===== src/rtl/dmem_responder.sv =====
// Data-memory responder: combinational-read RAM plus MMIO (LED, timer/compare, switches, fault).
// Define DMEM_TIMER_EN to build the timer, compare register and TimerIrq.
module dmem_responder #(
   parameter int ADDR_WIDTH = 6,
   parameter int PRESCALE   = 1
) (
   input  logic        clk,
   input  logic        reset,
   input  logic        MemWrite,
   input  logic [31:0] ALUResult,
   input  logic [31:0] WriteData,
   output logic [31:0] ReadData,
   input  logic [7:0]  Switches,
   output logic [7:0]  Leds,
   output logic        TimerIrq,
   output logic        Fault
);
   localparam int DEPTH = 1 << ADDR_WIDTH;

   logic [31:0]           mem [DEPTH];
   logic [ADDR_WIDTH-1:0] word_idx;
   logic [1:0]            mmio_sel;
   logic                  is_mmio;
   logic                  aligned;
   logic                  store_ok;
   logic                  ram_we;
   logic                  wr_led;
   logic                  wr_timer;
   logic                  wr_cmp;
   logic [7:0]            leds_reg;
   logic                  fault_reg;
   logic [7:0]            sw_meta_reg;
   logic [7:0]            sw_sync_reg;
   logic [31:0]           timer_rd;
   logic [31:0]           status_rd;
   logic                  unused_addr_bits;

   assign word_idx  = ALUResult[ADDR_WIDTH+1:2];
   assign mmio_sel  = ALUResult[3:2];
   assign is_mmio   = ALUResult[31];
   assign aligned   = (ALUResult[1:0] == 2'b00);
   assign store_ok  = MemWrite && aligned;
   // Gating with reset keeps a store coinciding with reset assertion out of the RAM.
   assign ram_we    = store_ok && !is_mmio && reset;
   assign wr_led    = store_ok && is_mmio && (mmio_sel == 2'd0);
   assign wr_timer  = store_ok && is_mmio && (mmio_sel == 2'd1);
   assign wr_cmp    = store_ok && is_mmio && (mmio_sel == 2'd2);
   assign unused_addr_bits = ^ALUResult[30:ADDR_WIDTH+2];

   always_ff @(posedge clk) begin
      if (ram_we) begin
         mem[word_idx] <= WriteData;
      end
   end

   always_ff @(posedge clk or negedge reset) begin
      if (!reset) begin
         leds_reg    <= '0;
         fault_reg   <= 1'b0;
         sw_meta_reg <= '0;
         sw_sync_reg <= '0;
      end else begin
         sw_meta_reg <= Switches;
         sw_sync_reg <= sw_meta_reg;
         if (wr_led) begin
            leds_reg <= WriteData[7:0];
         end
         if (MemWrite && !aligned) begin
            fault_reg <= 1'b1;
         end
      end
   end

`ifdef DMEM_TIMER_EN
   localparam int PW = (PRESCALE > 1) ? $clog2(PRESCALE) : 1;
   localparam logic [PW-1:0] PRESC_LAST = PW'(PRESCALE - 1);

   logic [PW-1:0] presc_reg;
   logic          tick;
   logic [31:0]   timer_reg;
   logic [31:0]   timer_next;
   logic [30:0]   cmp_reg;
   logic [30:0]   cmp_next;
   logic          match_reg;
   logic          match_next;

   assign tick = (presc_reg == PRESC_LAST);

   // Match is an event on TIMER loading a value; a set on the same edge beats a clear.
   always_comb begin
      timer_next = timer_reg;
      if (wr_timer) begin
         timer_next = WriteData;
      end else if (tick) begin
         timer_next = timer_reg + 32'd1;
      end
      cmp_next   = wr_cmp ? WriteData[30:0] : cmp_reg;
      match_next = match_reg;
      if (wr_cmp && WriteData[31]) begin
         match_next = 1'b0;
      end
      if ((wr_timer || tick) && (timer_next[30:0] == cmp_next)) begin
         match_next = 1'b1;
      end
   end

   always_ff @(posedge clk or negedge reset) begin
      if (!reset) begin
         presc_reg <= '0;
         timer_reg <= '0;
         cmp_reg   <= '1;
         match_reg <= 1'b0;
      end else begin
         presc_reg <= tick ? '0 : presc_reg + 1'b1;
         timer_reg <= timer_next;
         cmp_reg   <= cmp_next;
         match_reg <= match_next;
      end
   end

   assign timer_rd  = timer_reg;
   assign status_rd = {match_reg, cmp_reg};
   assign TimerIrq  = match_reg;
`else
   logic [31:0] unused_prescale;
   logic        unused_timer_bits;

   assign unused_prescale   = 32'(PRESCALE);
   assign unused_timer_bits = ^{WriteData[31:8], wr_timer, wr_cmp};
   assign timer_rd  = '0;
   assign status_rd = '0;
   assign TimerIrq  = 1'b0;
`endif

   always_comb begin
      ReadData = '0;
      if (!is_mmio) begin
         ReadData = mem[word_idx];
      end else begin
         case (mmio_sel)
            2'd0:    ReadData = {24'd0, leds_reg};
            2'd1:    ReadData = timer_rd;
            2'd2:    ReadData = status_rd;
            default: ReadData = {24'd0, sw_sync_reg};
         endcase
      end
   end

   assign Leds  = leds_reg;
   assign Fault = fault_reg;
endmodule


===== config.mk =====
export PLATFORM = sky130hd
export DESIGN_NAME = dmem_responder
export DESIGN_NICKNAME = d
export VERILOG_FILES = /design/src/rtl/dmem_responder.sv
export SDC_FILE = /design/constraint.sdc
export NUM_CORES = 2
export LEC_CHECK = 0
export CAP_MARGIN = 10
export CORE_MARGIN = 3
export CORE_UTILIZATION = 50
export CTS_BUF_LIST = sky130_fd_sc_hd__clkbuf_4 sky130_fd_sc_hd__clkbuf_8 sky130_fd_sc_hd__clkbuf_16
export DETAILED_ROUTE_END_ITERATION = 16
export PLACE_DENSITY = 0.67
export SYNTH_ARGS = -nofsm -noshare
export SYNTH_HDL_FRONTEND = slang
export SYNTH_SLANG_ARGS = --single-unit

===== constraint.sdc =====
create_clock -name clk -period 3.4 [get_ports clk]
set_input_delay 0.68 -clock clk [delete_from_list [all_inputs] [get_ports clk]]
set_output_delay 0.68 -clock clk [all_outputs]
set_load 0.02 [all_outputs]

==> impl.org <==
** Status
- Run status :: complete, but fails checks
- Violated checks :: negative setup slack

** Final layout
- Area taken by flip-flops and latches :: between 0.06 and 0.07 sq mm
- Final Core Density :: 64.18%
- Ratio of cells with drive above 1 in the final layout :: 35.20%
- Largest register by flop count :: mem
- Nets :: 5102
- Relative to the synthesized area, the layout overhead comes to 26.52%.
- Highest-count cells in the layout ignoring fill and taps :: sky130_fd_sc_hd__edfxtp_1 (2048), sky130_fd_sc_hd__buf_4 (465), sky130_fd_sc_hd__mux2i_1 (326)
- The register with the most flip-flops in the layout has 2048 of them.
- After filler insertion, the fill cell instance count of the layout stands at 10197.
- Area of the multi-input gates :: between 0.015 and 0.02 sq mm
- The library cell used most frequently in the layout, excluding fill and tap cells, is sky130_fd_sc_hd__edfxtp_1.

** Floorplan
- Vert. Die Dim :: between 400 and 500 um
- The die is 405.5 um wide.
- For this configuration, the core starts out at a cell density of between 50% and 60%.
- Area of the die :: 0.1644 sq mm
- The initialized floorplan defines 145 standard-cell rows.
- Core Region :: between 0.15 and 0.2 sq mm
- In this run the count of I/O pins placed on the die edge is 117.

** Yosys
- After technology mapping, the gate count stands at roughly 4200.
- Each instance of the synthesized netlist takes up on average around 19 sq um.
- Synthesized Nets :: 4266
- Number of enable-type register cells in the synthesized netlist :: roughly 2000
- Mapped cell area :: 0.07979 sq mm
- Number of different library cells in the post-synthesis netlist :: slightly below 70
- The synthesized design contains 2073 register bits.
- Total of warnings raised by yosys :: 0
- For this run, the leading register cell type out of synthesis is sky130_fd_sc_hd__edfxtp_1.
- Share of synthesized area occupied by flip-flops and latches :: 77.86%
- Fraction of synthesis flops using an asynchronous set or reset pin :: 1.206%

** Timing
- After routing, the total negative slack on setup checks comes to -8.451 ns.
- Max-slew violation total from the final report :: 0
- Static timing analysis puts the maximum clock frequency at 0.2540 GHz.
- Headroom to the max-slew limit :: 13.48%
- For the finished layout, the period the worst path requires is 3.937 ns.
- Slew of the pin with the lowest slew margin :: roughly 1.3 ns
- Total setup violations reported at the end of the flow :: 32
- Setup skew after layout :: 0.01096 ns
- Unrepaired setup endpoints after global routing :: true
- Part of the cycle the worst path needs :: 115.8%
- The hold violation total from the final report was 0.
- In the post-route analysis, the smallest setup slack over all paths is -0.5372 ns.

** Power
- Combinational share of power :: 7.2%
- Net switching power figure :: 12100 uW
- Part of the power in the clock network :: 41.7%
- IR analysis of the VDD net gives a maximum drop of 0.5310 mV.
- P_leak :: about 0.034 uW
- Registers are responsible for 51.1% of the overall power.
- Internal power :: 42940 uW
- Net Sw Frac :: 21.98%
- For this design the ratio of total power to cell area is 545.2 mW/mm^2.

** Drt
- Detailed routing placed a total of 40.27 mm of wire on met3.
- Detailed routing inserted a total of around 49000 vias.
- The detailed router put a total of 95.35 mm of wire on met1.
- In this run, the number of DRC markers left after iteration 0 of detailed routing was 7868.
- Total Routed Length :: between 200 and 300 mm
- Met2 wire len :: around 120 mm
- Number of vias per cell :: 6.780
- Once detail routing completed, the nets flagged for antenna violations numbered 0.
- Uppermost layer routed :: met5
- Detailed Routing Iterations Pass 1 :: 7
- WL per Instance :: around 38 um
- Remaining routing DRC violations :: 0

** Worst setup path
- The worst setup path is of the reg2out kind.
- In this run the critical register-to-register path is launched from Leds[4].
- Worst Setup SP :: mem[2][25]
- Crit path largest cell delay :: 0.42 ns
- Crit path max-delay cell type :: sky130_fd_sc_hd__a222oi_1
- Category of the worst setup path launch point :: flop
- Data arrival time of the critical path :: 3.26 ns
- Nature of the critical path endpoint :: output port
- In this design, the largest share of critical-path delay is due to compound AO/OA/AOI/OAI gates.
- Crit-path most repeated cell :: sky130_fd_sc_hd__buf_4
- Largest fanout of any net on the critical path :: 1
- Endpoint required time on the critical path :: 2.72 ns
- The signal on the critical path passes through mux2_4, a221o_1, a222oi_1, buf_4, o22ai_4, a2111oi_4, buf_4, a41oi_2, buf_4.
- Buffer and inverter count on the worst path :: 3

** Worst hold path
- Hold WC Path Type :: in2async

** Clock tree
- The clock tree synthesis step divided the H-tree into 4 levels.
- CTS placed an instance of sky130_fd_sc_hd__clkbuf_16 at the clock tree root.
- Number of clock buffers inserted by TritonCTS :: 202
- Cts-stage hold buffer count :: 0
- After clock tree synthesis, the clock-pin slew on the worst setup and hold paths is roughly 0.06 ns.
- TritonCTS built the clock tree.
- For this design, the sink count on the clock tree is about 2100.
- No sink is reached through more buffers than the 3 on the longest clock path.
- Source-to-sink clock delay at the later pin of the worst-skew pair :: 0.85 ns

** Placed design
- Estimated wirelength of the detail-placed design :: between 150 and 200 mm
- Count of port buffers added during placement :: 92
- Global placer's final weighted congestion :: 0.8984

** Global routing
- The number of antenna violations at the first check in global routing came to 9.
- The first global-routing pass estimated around 370 mm of wire.
- The number of global-route vias before repair came to 47336.
- Global-route usage over all layers :: about 33%
- For this run the aggregate overflow at the end of global routing stands at 0.
- Entering global routing, the biggest net connects 66 pins.

** Job
- Max-cap check violation count :: 0
cells by family (layout without fill, tap and decap cells):
family	Yosys count	count (layout)	share of synthesized area (%)
AO/OA/AOI/OAI	857	857	7.554
other	1	6	0.004700
AND/OR/NAND/NOR	339	340	1.933
buffers and inverters	291	1292	1.949
multiplexers	630	630	10.70
flip-flops	2073	2073	77.86
power by group through the flow:
stage	clock network, uW	logic, uW	registers [uW]
2_1_floorplan	0	1410	28700
3_3_place_gp	0	3160	28700
3_5_place_dp	0	3200	28700
4_1_cts	23100	3710	28100
5_1_grt	24100	4060	28100
6_report	23000	3940	28100
cells in the mapped netlist, types with 6 or more instances:
library cell,n,area share [%]
sky130_fd_sc_hd__buf_1,22,0.10
sky130_fd_sc_hd__nand3b_1,8,0.075
sky130_fd_sc_hd__o221ai_1,7,0.077
sky130_fd_sc_hd__a21oi_1,167,1.0
sky130_fd_sc_hd__a221o_1,37,0.46
sky130_fd_sc_hd__nor2_1,144,0.68
sky130_fd_sc_hd__buf_4,49,0.46
sky130_fd_sc_hd__a22o_1,37,0.41
sky130_fd_sc_hd__a221oi_1,106,1.2
sky130_fd_sc_hd__nor4_1,9,0.071
sky130_fd_sc_hd__a311oi_1,8,0.088
sky130_fd_sc_hd__mux2i_1,342,4.3
sky130_fd_sc_hd__o2bb2ai_1,11,0.12
sky130_fd_sc_hd__o22a_1,17,0.19
sky130_fd_sc_hd__o22ai_1,94,0.74
sky130_fd_sc_hd__o21ai_0,113,0.71
sky130_fd_sc_hd__buf_6,19,0.27
sky130_fd_sc_hd__a211oi_1,15,0.14
sky130_fd_sc_hd__a41oi_1,18,0.20
sky130_fd_sc_hd__mux4_2,165,4.7
sky130_fd_sc_hd__a22oi_1,96,0.90
sky130_fd_sc_hd__edfxtp_1,2048,77
sky130_fd_sc_hd__dfrtp_1,25,0.78
sky130_fd_sc_hd__a2bb2oi_1,6,0.066
sky130_fd_sc_hd__and2_1,7,0.055
sky130_fd_sc_hd__a31oi_1,59,0.46
sky130_fd_sc_hd__buf_2,109,0.68
sky130_fd_sc_hd__nor2b_1,7,0.055
sky130_fd_sc_hd__mux2_2,117,1.7
sky130_fd_sc_hd__nand2_1,90,0.42
sky130_fd_sc_hd__clkbuf_1,89,0.42
sky130_fd_sc_hd__nand3_1,37,0.23
sky130_fd_sc_hd__a222oi_1,21,0.26
path summary, 6_finish.rpt:
check                                       to  cells after the start  slack (ns)
worst min-delay path            sw_meta_reg[4]                      2        0.22
worst min register to register  sw_sync_reg[6]                      0        0.35
max in group asynchronous       sw_meta_reg[3]                      2        2.93
min in group clk                sw_meta_reg[7]                      1        0.26
worst max-delay path              ReadData[25]                      9       -0.54
worst max register to register         Leds[4]                      1        2.59
through the flow:
stage | instance area [sq um] | cells | worst slack [ns] | power [uW] | hold slack (ns)
CTS | 99820 | 7198 | -0.5958 | 54910 | 0.1862
finish | 100900 | 7256 | -0.5372 | 55030 | 0.2200
floorplan | 79910 | 4191 | -0.4663 | 30110 | 0.3312
detailed placement | 89600 | 6711 | -1.149 | 31880 | 0.3362
global placement | 89600 | 6711 | -1.182 | 31840 | 0.3342
global route | 100900 | 7253 | -0.6307 | 56280 | 0.2309
what timing repair did:
| action | CTS | global route |
|---|---|---|
| pin swaps | 139 | 118 |
| resized for setup | 550 | 157 |
| cloned | 18 | 2 |
| buffers inserted | 115 | 63 |
| endpoints found under the setup margin | 32 | 32 |
per-layer routing:
metal,global-route usage (%),vias to the layer above
met2,48.88,3974
met5,0,-
met4,16.41,6
met1,45.10,25263
li1,-,19124
met3,9.837,827
final cells by class:
cell class | instances | share of cell area, %
antenna | 5 | 0.01239
clock buffer | 228 | 5.253
sequential | 2073 | 61.54
multi-input combinational | 1828 | 18.19
timing repair buffer | 919 | 10.92
tap | 2058 | 2.551
clock inverter | 142 | 1.508
inverter | 3 | 0.01487
(Power assumes the default switching activity.)
